## src/rtl/pc_if.sv

```systemverilog
// Handshake bundle between the fetch/branch logic and the program-counter unit.
// The master drives the PC decision inputs; the slave (pc_unit) returns PC state.
interface pc_if;
    logic        NextPCsrc;
    logic [31:0] ALURes;
    logic        Stall;
    logic        TrapClr;
    logic [31:0] PC;
    logic [31:0] PCplus4;
    logic        Trap;
    logic [31:0] TrapPC;
    logic [31:0] InstRet;

    modport master (
        output NextPCsrc, ALURes, Stall, TrapClr,
        input  PC, PCplus4, Trap, TrapPC, InstRet
    );

    modport slave (
        input  NextPCsrc, ALURes, Stall, TrapClr,
        output PC, PCplus4, Trap, TrapPC, InstRet
    );
endinterface

```

## src/rtl/pc_unit.sv

```systemverilog
// Program counter with a RUN/TRAP state machine: sequential/branch updates, a
// misaligned-target trap, and a retired-instruction counter.
module pc_unit #(
    parameter logic [31:0] RESET_VECTOR = 32'h0000_0000,
    parameter logic [31:0] TRAP_VECTOR  = 32'h0000_0100
) (
    input  logic    clk,
    input  logic    rst_n,
    pc_if.slave     bus
);

    typedef enum logic {
        ST_RUN  = 1'b0,
        ST_TRAP = 1'b1
    } state_t;

    state_t      state_q;
    logic        trap_q;
    logic [31:0] pc_q;
    logic [31:0] trap_pc_q;
    logic [31:0] inst_ret_q;

    logic [31:0] eff_target_s;
    logic        misaligned_s;

    // Branch target with bit 0 forced low; a set bit 1 means the target is misaligned.
    always_comb begin
        eff_target_s = bus.ALURes & 32'hFFFF_FFFE;
        misaligned_s = bus.NextPCsrc & eff_target_s[1];
    end

    // State machine and all architectural state; Stall only matters in RUN.
    always_ff @(posedge clk or negedge rst_n) begin
        if (!rst_n) begin
            state_q    <= ST_RUN;
            trap_q     <= 1'b0;
            pc_q       <= RESET_VECTOR;
            trap_pc_q  <= 32'h0000_0000;
            inst_ret_q <= 32'h0000_0000;
        end else begin
            case (state_q)
                ST_RUN: begin
                    if (bus.Stall) begin
                        state_q <= ST_RUN;
                    end else if (misaligned_s) begin
                        state_q   <= ST_TRAP;
                        trap_q    <= 1'b1;
                        trap_pc_q <= pc_q;
                    end else if (bus.NextPCsrc) begin
                        pc_q       <= eff_target_s;
                        inst_ret_q <= inst_ret_q + 32'd1;
                    end else begin
                        pc_q       <= pc_q + 32'd4;
                        inst_ret_q <= inst_ret_q + 32'd1;
                    end
                end
                ST_TRAP: begin
                    if (bus.TrapClr) begin
                        state_q <= ST_RUN;
                        trap_q  <= 1'b0;
                        pc_q    <= TRAP_VECTOR;
                    end else begin
                        state_q <= ST_TRAP;
                    end
                end
                default: begin
                    state_q <= ST_RUN;
                    trap_q  <= 1'b0;
                end
            endcase
        end
    end

    assign bus.PC      = pc_q;
    assign bus.PCplus4 = pc_q + 32'd4;
    assign bus.Trap    = trap_q;
    assign bus.TrapPC  = trap_pc_q;
    assign bus.InstRet = inst_ret_q;

endmodule

```

## src/flat_wrapper.sv

```systemverilog
// flat-port wrapper written by rule: the top's interface ports become plain ports
module pc_unit_flat 
#(
    parameter logic [31:0] RESET_VECTOR = 32'h0000_0000,
    parameter logic [31:0] TRAP_VECTOR  = 32'h0000_0100
)
  (clk, rst_n, bus_NextPCsrc, bus_ALURes, bus_Stall, bus_TrapClr, bus_PC, bus_PCplus4, bus_Trap, bus_TrapPC, bus_InstRet);
  pc_if bus_i ();
  input  logic clk;
  input  logic rst_n;
  input wire logic [$bits(bus_i.NextPCsrc)-1:0] bus_NextPCsrc;
  input wire logic [$bits(bus_i.ALURes)-1:0] bus_ALURes;
  input wire logic [$bits(bus_i.Stall)-1:0] bus_Stall;
  input wire logic [$bits(bus_i.TrapClr)-1:0] bus_TrapClr;
  output wire logic [$bits(bus_i.PC)-1:0] bus_PC;
  output wire logic [$bits(bus_i.PCplus4)-1:0] bus_PCplus4;
  output wire logic [$bits(bus_i.Trap)-1:0] bus_Trap;
  output wire logic [$bits(bus_i.TrapPC)-1:0] bus_TrapPC;
  output wire logic [$bits(bus_i.InstRet)-1:0] bus_InstRet;
  assign bus_i.NextPCsrc = bus_NextPCsrc;
  assign bus_i.ALURes = bus_ALURes;
  assign bus_i.Stall = bus_Stall;
  assign bus_i.TrapClr = bus_TrapClr;
  assign bus_PC = bus_i.PC;
  assign bus_PCplus4 = bus_i.PCplus4;
  assign bus_Trap = bus_i.Trap;
  assign bus_TrapPC = bus_i.TrapPC;
  assign bus_InstRet = bus_i.InstRet;
  pc_unit #(.RESET_VECTOR(RESET_VECTOR), .TRAP_VECTOR(TRAP_VECTOR)) u_core (.clk(clk), .rst_n(rst_n), .bus(bus_i));
endmodule
```

## config.mk

```make
export PLATFORM = sky130hd
export DESIGN_NAME = pc_unit_flat
export DESIGN_NICKNAME = d
export VERILOG_FILES = /design/src/rtl/pc_if.sv /design/src/rtl/pc_unit.sv /design/src/flat_wrapper.sv
export SDC_FILE = /design/constraint.sdc
export NUM_CORES = 1
export LEC_CHECK = 0
export CORE_MARGIN = 2
export CORE_UTILIZATION = 35
export CTS_BUF_LIST = sky130_fd_sc_hd__clkbuf_16
export CTS_CLUSTER_SIZE = 20
export DETAILED_ROUTE_END_ITERATION = 10
export PLACE_DENSITY_LB_ADDON = 0.05
export SLEW_MARGIN = 25
export SYNTH_ARGS = -nofsm -noshare
export SYNTH_HDL_FRONTEND = slang
export SYNTH_SLANG_ARGS = --single-unit
export TNS_END_PERCENT = 50
```

## constraint.sdc

```tcl
create_clock -name clk -period 3 [get_ports clk]
set_clock_uncertainty 0.1 [all_clocks]
set_input_delay 0.75 -clock clk [delete_from_list [all_inputs] [get_ports clk]]
set_output_delay 0.75 -clock clk [all_outputs]
set_load 0.02 [all_outputs]
```

**Word-level counts from Yosys, hierarchy flattened**

Cells that the tools add are included.

- Bitwise gates (word level): 4
- Add/subtract/negate cells: 2
- Muxes and demuxes: 13
- Reductions and logical operators: 4
- Equality and inequality tests: 4

Operators with widths:

| kind | count |
|---|---|
| $mux W32 | 4 |
| $pmux W32 S2 | 1 |
| $add A32 B1 Y32 const B | 1 |
| $add A32 B3 Y32 const B | 1 |
| $reduce_and A3 Y1 | 4 |
| $mux W1 | 6 |
| $ne A2 B2 Y1 const B | 3 |
| $pmux W1 S2 | 2 |
| $not A1 Y1 | 3 |
| $ne A2 B1 Y1 const B | 1 |
| $and A1 B1 Y1 | 1 |

- Output and inout port bits: 129
- Word-level logic and storage cells: 32
- Bits of input ports: 37
- Register bits: 98

**Depth between registers and ports, before layout**

- Depth after elaboration: 5
- Gate-level depth with buffers: 8
- Mapped depth without buffers: 6

**Worst setup path before layout**

OpenSTA, ideal clock, no wires.

- Kind: flip-flop to output port
- Start: reg u_core.pc_q[2] (netlist: u_core.bus.PC[2])
- End: out bus_PCplus4[26]
- Data required time: 2.150 ns
- Slack: -0.074 ns
- Stages on the path, launching flop included: 7
- Data arrival time: 2.224 ns
- Path buffers: 0
- Cell sequence: dfrtp_1 -> ha_1 -> nand4_1 -> nor4_2 -> nand2_1 -> nor2_1 -> xor2_1

- Longest elaborated chain between the ends: 1

RTL lines:

| what | line | source |
|---|---|---|
| from (decl) | pc_unit.sv:19 | `logic [31:0] pc_q;` |
| from (signal assigned) | pc_unit.sv:50 | `pc_q <= eff_target_s;` |
| from (signal assigned) | pc_unit.sv:53 | `pc_q <= pc_q + 32'd4;` |
| $add A32 B3 Y32 | pc_unit.sv:75 | `assign bus.PCplus4 = pc_q + 32'd4;` |
| to (decl) | flat_wrapper.sv:16 | `output wire logic [$bits(bus_i.PCplus4)-1:0] bus_PCplus4;` |

No other way between the ends.

**Worst setup path after layout**

- Start: reg u_core.pc_q[9] (netlist: u_core.bus.PC[9])
- End: out bus_PCplus4[19]

The elaborated chain is that of the path after synthesis.

==> impl_results.md <==
- Largest net degree at the start of global routing: 49
- Yosys warns: 0
- Syn Area/Cell: 10.2 um2
- Synthesized area: 0.00488 mm2
- Die span in x: 122 um
- Hold Worst Slack: 143 ps
- Synth Register Bits: 96
- R2r setup slk: 700 ps
- Die height: 122 um
- # diodes: 0
- Final worst-path setup slack: 94.5 ps
- Yosys cell types: 46
- Cells after Synth: 480
- Routability cong.: 0.836
- H-tree depth: 3
- Die Area: 0.0149 mm2
- CP required: 2150 ps
- # port buffers: 161
- Area after DPL: 0.00714 mm2
- Reg2reg path depth: 5
- Power per cell area: 594 mW/mm2
- Crit-path max FO: 16
- First-pass GRT wire length: 23.1 mm
- Final Max Tran Viols: 0
- CTS tree: done
- Crit end category: output port
- Number of global-route vias before repair: 4466
- Run status: finished, final reports clean
- Min Tclk post-route: 2910 ps
- Lkg Pwr: 3.36 nW
- GRT Util Overall: 20.1%
- Max_cap viols: 0
- # fillers: 1254
- DRT iter0 DRCs: 253
- Post-route cell area: 0.00752 mm2
- Final setup fails: 0
- Worst min path class: primary input to async pin
- Clock Pin Slew Worst Setup and Hold Paths: 70 ps
- Clock sink total: 96
- Total Nets Final: 741
- Startpoint Class: flip-flop
- Top_reg_cell synth: dfrtp_1
- R2R Path Start: u_core.state_q
- Post-synth EDFFs: 0
- WL per Instance: 16.5 um
- Crit-path cells: nand4_1 > buf_4 > nor4_4 > buf_12 > nand2_1 > xnor2_1 > dlygate4sd2_1
- GRT Residual Overflow: 0
- Share of flip-flops with an asynchronous set or reset: 100%
- CTS Buffer Depth: 2
- CORE AREA: 0.0138 mm2
- Routed wire length: 14.7 mm
- Detailed Place HPWL: 10.6 mm
- Later-pin clock latency in the skew report: 350 ps
- Starting Density: 35.5%
- Initial antenna violation count: 0
- Pre-antenna DRT Iters: 4
- Fmax: 344 MHz
- Worst R2R End: u_core.bus.InstRet[31]
- # DRC: 0
- CP max stage delay: 370 ps
- Top-level port count: 166
- Vias: 4533
- Period utilisation layout: 96.8%
- Post-DRT Antenna Nets: 0
- DR vias/cell: 5.11
- Crit path DAT: 2060 ps
- Crit-path slowest cell: dlygate4sd2_1
- Share of cells above drive strength 1: 22.8%
- Row count: 43
- Unrepaired setup endpoints after global routing: yes
- Clock Tree Root: clkbuf_16
- Area Overhead vs Synth: 54.0%
- Max VDD drop: 0.294 mV
- Placement Setup Slack: -98.9 ps
- Seq/Total Area, Yosys: 49.2%
- Critical path type: flip-flop to output port
- Cts bufs inserted: 9
- Fin. Hold Viols: 0
-- cells in the final DEF, fill, tap and decap left out, types with 10 or more instances in the layout --
cell type	netlist	final
nand4_1	20	20
inv_1	9	11
mux2_2	31	31
a21oi_1	16	15
xor2_1	14	14
nand2_1	50	49
nor2_1	30	28
dfrtp_1	96	95
o21ai_0	34	34
o311ai_0	10	10
xnor2_1	45	41
buf_4	4	77
nand3_1	20	20
clkdlybuf4s50_1	0	135
-- routing by layer --
metal	wire [um]	vias to the layer above	GRT usage, %
met5	0	-	0
met4	306	0	7.54
met3	895	22	4.49
met2	7080	131	32.8
met1	6390	2230	26.1
li1	-	2150	-
-- cells in the mapped netlist, types with 2 or more instances --
| cell type | instances | area [um2] |
|---|---|---|
| o21a_1 | 2 | 15.0 |
| xor2_1 | 14 | 123 |
| buf_4 | 4 | 30.0 |
| nor4_1 | 8 | 50.1 |
| buf_2 | 3 | 15.0 |
| and2_1 | 2 | 12.5 |
| a21oi_1 | 16 | 80.1 |
| ha_1 | 2 | 25.0 |
| nand3_1 | 20 | 100 |
| a22oi_1 | 5 | 37.5 |
| nor4_2 | 2 | 25.0 |
| a21o_1 | 5 | 37.5 |
| buf_6 | 3 | 33.8 |
| o21ai_0 | 34 | 170 |
| nor2_1 | 30 | 113 |
| dfrtp_1 | 96 | 2400 |
| inv_1 | 9 | 33.8 |
| and3_1 | 8 | 50.1 |
| and4_1 | 4 | 35.0 |
| a22o_1 | 4 | 35.0 |
| mux2_2 | 31 | 349 |
| a31oi_1 | 5 | 31.3 |
| xnor2_1 | 45 | 394 |
| nand2_1 | 50 | 188 |
| nand4_1 | 20 | 125 |
| nor2b_1 | 3 | 18.8 |
| o311ai_0 | 10 | 87.6 |
| mux2i_1 | 2 | 20.0 |
| nor3_1 | 7 | 35.0 |
| clkbuf_1 | 20 | 75.1 |
-- metrics by stage --
stage          std cells  total power, mW  TNS, ps  utilization (%)
2_1_floorplan        482             2.48    -22.4                -
3_3_place_gp         860             3.35     -200             51.8
3_5_place_dp         860             3.37     -317             51.8
4_1_cts              880             4.49     -181             54.0
5_1_grt              887             4.69     -147             54.6
6_report             887             4.47        0             54.6
-- critical path: cells and delay by family (launching register included) --
family	cells	cell delay, ps
buf+inv	3	730
flops	1	350
xor+xnor	1	130
simple gates	3	480
-- worst max path at each step --
| stage | to | slack, ps | from | depth (start not counted) |
|---|---|---|---|---|
| floorplan | bus_PCplus4[21] | -10 | u_core.bus.PC[10] | 6 |
| global placement | bus_PCplus4[26] | -70 | u_core.bus.PC[3] | 8 |
| detailed placement | bus_PCplus4[26] | -100 | u_core.bus.PC[3] | 8 |
| CTS | bus_PCplus4[9] | -160 | u_core.bus.PC[5] | 6 |
| global route | bus_PCplus4[31] | -60 | u_core.bus.PC[19] | 7 |
| finish | bus_PCplus4[19] | 90 | u_core.bus.PC[9] | 7 |
-- kinds of logic after synthesis --
| kind of cell | share of synthesized area, % |
|---|---|
| AND/OR/NAND/NOR | 16.8 |
| buffers and inverters | 3.84 |
| multiplexers | 7.56 |
| other | 0.0768 |
| XOR/XNOR | 10.6 |
| adder cells (fa/ha/maj) | 0.512 |
| flip-flops | 49.2 |
| AO/OA/AOI/OAI | 11.4 |
-- registers in the layout, indices dropped and copies added (netlist names) --
| signal | cells |
|---|---|
| u_core.bus.TrapPC | 31 |
| u_core.state_q | 1 |
| u_core.bus.Trap | 1 |
| u_core.bus.PC | 31 |
| u_core.bus.InstRet | 32 |
-- final cells by class --
cell class,count,area [um2],share of cell area (%)
Multi-Input combinational cell,347,2430,32.3
Inverter,9,33.8,0.449
Clock inverter,7,55.1,0.732
Timing Repair Buffer,239,2150,28.6
Sequential cell,96,2400,32.0
Clock buffer,9,225,2.99
Tap cell,180,225,2.99
-- timing repair --
| item | in CTS | in global routing |
|---|---|---|
| hold buffers | 0 | 0 |
| endpoints found under the setup margin | 25 | 20 |
| pin swaps | 1 | 5 |
| buffers inserted | 4 | 7 |
| cloned | 0 | 0 |
| resized for setup | 48 | 46 |
-- where the power goes --
part | total [mW] | internal (mW) | switching (mW) | leakage (nW)
Clock | 1.13 | 0.633 | 0.500 | 0.147
Combinational | 1.65 | 0.810 | 0.839 | 1.96
Sequential | 1.69 | 1.51 | 0.177 | 1.25
Note: power is estimated with default switching activity, not from simulation.
